==> src/rtl/rgb_pwm_capture.sv <==
// rgb_pwm_capture: per-channel PWM period/on-time decoder for the RGB drive lines,
// with static-line (held on/off) detection after TIMEOUT cycles without a start edge.
module rgb_pwm_capture #(
    parameter int CNT_W       = 16,
    parameter int TIMEOUT     = 4095,
    parameter int SYNC_STAGES = 2,
    parameter int ACTIVE_LOW  = 1
) (
    input  logic               clk_i,
    input  logic               rst_n_i,
    input  logic [2:0]         pwm_in_i,
    output logic [3*CNT_W-1:0] on_cnt_o,
    output logic [3*CNT_W-1:0] period_cnt_o,
    output logic [2:0]         meas_valid_o,
    output logic [2:0]         is_static_o,
    output logic [2:0]         static_lvl_o
);
    typedef enum logic [1:0] {IDLE, MEASURE, STATIC} state_t;

    localparam logic             IDLE_LVL = (ACTIVE_LOW != 0);
    localparam logic [CNT_W-1:0] TMO_M1   = CNT_W'(TIMEOUT - 1);
    localparam logic [CNT_W-1:0] ONE      = CNT_W'(1);

    for (genvar c = 0; c < 3; c++) begin : g_ch
        logic [SYNC_STAGES-1:0] sync_q;
        logic                   act, prev_q, start, tmo;
        state_t                 state_q, state_d;
        logic [CNT_W-1:0]       per_q, per_d, on_q, on_d;
        logic [CNT_W-1:0]       per_out_q, per_out_d, on_out_q, on_out_d;
        logic                   valid_q, valid_d, stat_q, stat_d, lvl_q, lvl_d;

        assign act   = sync_q[SYNC_STAGES-1] ^ IDLE_LVL;
        assign start = act & ~prev_q;
        // Fires on the TIMEOUT-th cycle since the reference, before the counter could wrap
        assign tmo   = (per_q == TMO_M1);

        always_ff @(posedge clk_i) begin
            if (!rst_n_i) begin
                sync_q    <= {SYNC_STAGES{IDLE_LVL}};
                prev_q    <= 1'b0;
                state_q   <= IDLE;
                per_q     <= '0;
                on_q      <= '0;
                per_out_q <= '0;
                on_out_q  <= '0;
                valid_q   <= 1'b0;
                stat_q    <= 1'b0;
                lvl_q     <= 1'b0;
            end else begin
                sync_q    <= {sync_q[SYNC_STAGES-2:0], pwm_in_i[c]};
                prev_q    <= act;
                state_q   <= state_d;
                per_q     <= per_d;
                on_q      <= on_d;
                per_out_q <= per_out_d;
                on_out_q  <= on_out_d;
                valid_q   <= valid_d;
                stat_q    <= stat_d;
                lvl_q     <= lvl_d;
            end
        end

        always_comb begin
            state_d   = state_q;
            per_d     = per_q;
            on_d      = on_q;
            per_out_d = per_out_q;
            on_out_d  = on_out_q;
            valid_d   = 1'b0;
            stat_d    = stat_q;
            case (state_q)
                IDLE: begin
                    if (start) begin
                        per_d   = ONE;
                        on_d    = ONE;
                        state_d = MEASURE;
                    end else if (tmo) begin
                        state_d   = STATIC;
                        valid_d   = 1'b1;
                        per_out_d = '0;
                        on_out_d  = '0;
                        stat_d    = 1'b1;
                    end else begin
                        per_d = per_q + ONE;
                    end
                end
                MEASURE: begin
                    if (start) begin
                        per_out_d = per_q;
                        on_out_d  = on_q;
                        stat_d    = 1'b0;
                        valid_d   = 1'b1;
                        per_d     = ONE;
                        on_d      = ONE;
                    end else if (tmo) begin
                        state_d   = STATIC;
                        valid_d   = 1'b1;
                        per_out_d = '0;
                        on_out_d  = '0;
                        stat_d    = 1'b1;
                    end else begin
                        per_d = per_q + ONE;
                        on_d  = on_q + {{(CNT_W-1){1'b0}}, act};
                    end
                end
                STATIC: begin
                    if (start) begin
                        per_d   = ONE;
                        on_d    = ONE;
                        state_d = MEASURE;
                    end
                end
                default: state_d = IDLE;
            endcase
            // The level tracks the line for as long as the static flag is held
            lvl_d = stat_d & act;
        end

        assign on_cnt_o[c*CNT_W +: CNT_W]     = on_out_q;
        assign period_cnt_o[c*CNT_W +: CNT_W] = per_out_q;
        assign meas_valid_o[c]                = valid_q;
        assign is_static_o[c]                 = stat_q;
        assign static_lvl_o[c]                = lvl_q;
    end
endmodule

==> config.mk <==
export PLATFORM = sky130hd
export DESIGN_NAME = rgb_pwm_capture
export DESIGN_NICKNAME = d
export VERILOG_FILES = /design/src/rtl/rgb_pwm_capture.sv
export SDC_FILE = /design/constraint.sdc
export NUM_CORES = 1
export LEC_CHECK = 0
export ABC_AREA = 1
export CORE_UTILIZATION = 50
export CTS_CLUSTER_SIZE = 40
export DETAILED_ROUTE_END_ITERATION = 12
export PLACE_DENSITY = 0.72
export SLEW_MARGIN = 20
export SYNTH_ARGS = -nofsm -noshare
export SYNTH_HDL_FRONTEND = slang
export SYNTH_SLANG_ARGS = --single-unit
==> constraint.sdc <==
create_clock -name clk_i -period 3.7 [get_ports clk_i]
set_input_delay 0.74 -clock clk_i [delete_from_list [all_inputs] [get_ports clk_i]]
set_output_delay 0.74 -clock clk_i [all_outputs]
set_load 0.03 [all_outputs]
Word level (Yosys, flattened, before mapping):

Cells that the tools add are included.

* output and inout port bits: 105
* register bits: 216
* word-level logic and storage cells: 189
* bits of input ports: 5

* mux-type cells: 84
* bitwise logic cells: 12
* eq/ne operators: 27
* add/sub/neg operators: 6
* reductions and logical operators: 30

Operator list (number)
* 2-to-1 mux 16 bit: 33
* case mux 16 bit (2 select lines): 12
* adder 16 x 1 -> 16 bit: 3
* adder 16 x 1 -> 16 bit (second input constant): 3
* == test 16 x 12 -> 1 bit (second input constant): 3
* 2-to-1 mux 2 bit: 12
* 2-to-1 mux 1 bit: 18
* inequality test 2 bit (second input constant): 9
* inequality test 3 bit (second input constant): 6
* case mux 2 bit (3 select lines): 3
* AND reduction 3 bit: 6
* nonzero test 2 bit: 9
* case mux 1 bit (2 select lines): 6
* AND reduction 2 bit: 6
* OR reduction 2 bit: 6
* AND 1 bit: 6
* == test 2 x 1 -> 1 bit (second input constant): 3
* == test 2 bit (second input constant): 3
* logical NOT 2 bit: 3
* inequality test 2 x 1 -> 1 bit (second input constant): 3
* NOT 1 bit: 6

Longest topological paths before layout:

* depth after elaboration: 5
* depth in mapped cells: 12
* mapped depth without buffers: 11

Worst setup path before layout:

OpenSTA, ideal clock, no wires.

* path kind: input -> register
* from: in rst_n_i
* to: reg g_ch[0].on_out_q[15]
* path buffers: 3
* arrival time: 1587 ps
* required time: 3566 ps
* slack: 1979 ps
* library setup time: 134 ps
* cell stages on the path: 5
* cell sequence: buf_2 inv_2 clkbuf_1 clkbuf_1 a21oi_1

RTL lines
* from (decl): RTL line 10 `input logic rst_n_i,`
* to (signal assigned): RTL line 56 `on_out_q <= on_out_d;`
* to (decl): RTL line 29 `logic [CNT_W-1:0] per_out_q, per_out_d, on_out_q, on_out_d;`

No word-level cell between the ends.

Worst setup path after layout:

* from: reg g_ch[0].stat_q
* to: out is_static_o[0]

RTL lines
* from (decl): RTL line 30 `logic valid_q, valid_d, stat_q, stat_d, lvl_q, lvl_d;`
* from (signal assigned): RTL line 58 `stat_q <= stat_d;`
* to (decl): RTL line 15 `output logic [2:0] is_static_o,`

No word-level cell between the ends.

==> impl_metrics.py <==
metrics = {
    "synth": {
        "async_flop_share_pct": 0,
        "synthCells": 1488,
        "yosys.area_share.simple_pct": 34.8,
        "synth_warnings": 0,
        "synth_area_leader_cell": "dfxtp_1",
        "ys_top_cells_by_count": "456 x nand2_1, 216 x dfxtp_1, 160 x nor2_1, 158 x a21oi_1, 129 x inv_1",
        "synth_cell_types": 40,
        "ys_seq_area_share_pct": 42.2,
        "syn-cell-area_um2": 10200,
        "synth.most_common_cell": "nand2_1",
        "synth_xor_area_share_pct": 0.342,
        "ys_ff_latch": 216,
        "synth_ff_type": "dfxtp_1",
        "synthTopCellsByArea": "dfxtp_1 42%, nand2_1 17%, a21oi_1 7.7%",
        "synth_top_family_by_area": "simple AND/OR/NAND/NOR gates",
        "syn_nets": 1505,
        "synthAdderAreaFrac_pct": 1.47,
        "synth_area_per_cell_um2": 6.88,
        "yosysTopAreaCellShare_pct": 42.2,
        "synth-edff-count": 0,
        "synth-compound-area-share_pct": 12.5,
        "synthMuxAreaShare_pct": 0,
    },
    "layout": {
        "post-route-util_pct": 61.0,
        "multi_input_area_um2": 5030,
        "design_area_um2": 12100,
        "drive_above_1_share_pct": 7.77,
        "seq_area_um2": 4320,
        "final_cell_count_no_fill": 1847,
        "diodes": 0,
        "fillCellCount": 1879,
        "area_growth_pct": 17.9,
        "nets": 1588,
    },
    "place": {
        "place_area_um2": 11400,
        "gp_congestion": 0.889,
        "dp.cells": 1811,
        "dp.final_hpwl_um": 17000,
        "io_buffers": 109,
    },
    "timing": {
        "rsz0062_at_grt": "no",
        "hold_viol_final": 0,
        "worstMarginPinSlew_ns": 0.794,
        "relSlewSlack_pct": 47.1,
        "period_needed_ns": 2.32,
        "setup_viol": 0,
        "fin_skew_ns": 0.00730,
        "setup_tns_ns": 0,
        "fmax_mhz": 432,
        "final_max_slew_viol_count": 0,
        "finalCritPeriodShare_pct": 62.6,
    },
    "global_route": {
        "antenna_found_initial": 0,
        "grt_usage_pct": 23.4,
        "grt_max_degree": 72,
        "grt_pass1_wl_um": 41900,
        "grt_overflow": 0,
        "grt_pass1_vias": 8735,
    },
    "detailed_routing": {
        "drtAntennaViolNets": 0,
        "vias_per_cell": 5.12,
        "drcViolationCount": 0,
        "routed_wirelength_um": 24600,
        "num_vias": 9465,
        "drtIter0Drc": 579,
        "wl_per_cell_um": 13.3,
        "drt-pass1-iter-count": 5,
    },
    "worst_hold_path": {
        "worstHoldPathType": "reg -> reg",
        "min_from": "g_ch[1].sync_q[0]",
    },
    "die": {
        "rows": 51,
        "initial_core_util_pct": 51.7,
        "die_w_um": 145,
        "die_y_um": 145,
        "core-area_um2": 19800,
        "io_pins": 110,
        "die_area_um2": 21000,
    },
    "clock_tree": {
        "htree_levels": 1,
        "numCtsBuffers": 23,
        "postCtsResizedCells": 0,
        "postCtsHoldBufs": 0,
        "clockRootBuffer": "clkbuf_16",
        "post_cts_buffers": 0,
        "cts_tree": "built",
        "cts.sinks": 216,
        "ctsLongestPathBuffers": 3,
        "clk_latency_ns": 0.50,
        "clk_pin_slew_ns": 0.06,
    },
    "setup_path": {
        "endpoint_kind": "primary output",
        "crit_buf_inv": 1,
        "crit_path_start": "g_ch[0].stat_q",
        "cp.required_ns": 2.96,
        "cp-start-kind": "register",
        "path_delay_family": "buffers and inverters",
        "critPathArrivalTime_ns": 1.58,
        "criticalPathCategory": "reg -> out",
        "rr_startpoint": "g_ch[1].sync_q[1]",
        "slowest_delay_ns": 0.70,
        "crit_path_cell_trace": "clkdlybuf4s50_1",
        "cp_slowest_cell": "clkdlybuf4s50_1",
        "rrSetupSlack_ns": 1.68,
        "worstPathMaxFanout": 2,
    },
    "run": {
        "maxCapViolCount": 0,
    },
    "run_status": {
        "status": "finished clean",
    },
    "pwr": {
        "p_per_area_nw_per_um2": 392,
        "leakage_nw": 4.51,
        "vdd_drop_max_mv": 0.414,
    },
}
## per-stage QoR
step	hold WS [ns]	power (W)	setup WS (ns)
finish	0.411	0.00473	1.38
global route	0.426	0.00491	1.35
CTS	0.414	0.00478	1.37
detailed placement	0.401	0.00262	1.44
global placement	0.395	0.00262	1.48
floorplan	0.393	0.00257	1.98
## layout by cell type, fill, tap and decap left out, types with 2 or more instances in the layout
cell             Yosys  layout
clkinv_2             1       3
nand3b_1             5       5
o211ai_1             2       2
a21oi_1            158     158
nor2_1             160     158
nand3_2              2       2
o21bai_1             9       9
inv_2               11      10
buf_4               10       6
nand2_1            456     455
clkbuf_1            17       6
a21oi_2             18      18
clkbuf_16            0      23
o21ai_1              5       5
o21ai_2              2       2
a21o_1               3       3
nand2_4              9       9
nand2_2             19      20
nand4_1             23      23
o21ai_0             28      28
clkdlybuf4s50_1      0     108
nor2_2               7       9
dfxtp_1            216     216
nor3_1              18      18
nor2_4               4       4
xnor2_1              3       3
or2_2                7       7
nand3_1            111     111
ha_1                12      12
nor3b_1              3       3
o22ai_1              2       2
clkbuf_8             0       4
inv_1              129     129
## logic make-up after synthesis
logic type,Yosys count
AND/OR/NAND/NOR,826
AO/OA/AOI/OAI,231
flip-flops,216
buffers and inverters,199
adder cells (fa/ha/maj),12
XOR/XNOR,4
## final cells by class
cell class	count	area share, %
Tap cell	265	2.75
Clock inverter	3	0.332
Inverter	141	4.42
Multi-Input combinational cell	1073	41.7
Clock buffer	33	5.41
Timing Repair Buffer	116	9.54
Sequential cell	216	35.8
## per-layer routing
layer  vias up  wire length [µm]  global-route usage (%)
met5         -                 0                       0
met4         0               453                    6.32
met3        34              1050                    3.05
met2       199             11300                    38.9
met1      4299             11800                    31.8
li1       4933                 -                       -
## power breakdown
part	internal, W	switching, W	total [W]	leakage (nW)
Sequential	0.00235	0.0000224	0.00237	1.74
Clock	0.00128	0.000875	0.00215	0.341
Combinational	0.0000550	0.000151	0.000206	2.43
Total	0.00368	0.00105	0.00473	4.51
## path summary, 6_finish.rpt
kind | cells after the start | to
max | 1 | is_static_o[0]
max reg2reg | 6 | g_ch[1].on_q[1]
min | 1 | g_ch[1].sync_q[1]
min reg2reg | 1 | g_ch[1].sync_q[1]
## state kept, by name, summed over array words and instances (netlist names)
register        cells
g_ch.lvl_q          3
g_ch.on_out_q      48
g_ch.on_q          48
g_ch.per_out_q     48
g_ch.per_q         48
g_ch.prev_q         3
g_ch.stat_q         3
g_ch.state_q        6
g_ch.sync_q         6
g_ch.valid_q        3
Note: power is estimated with default switching activity, not from simulation.
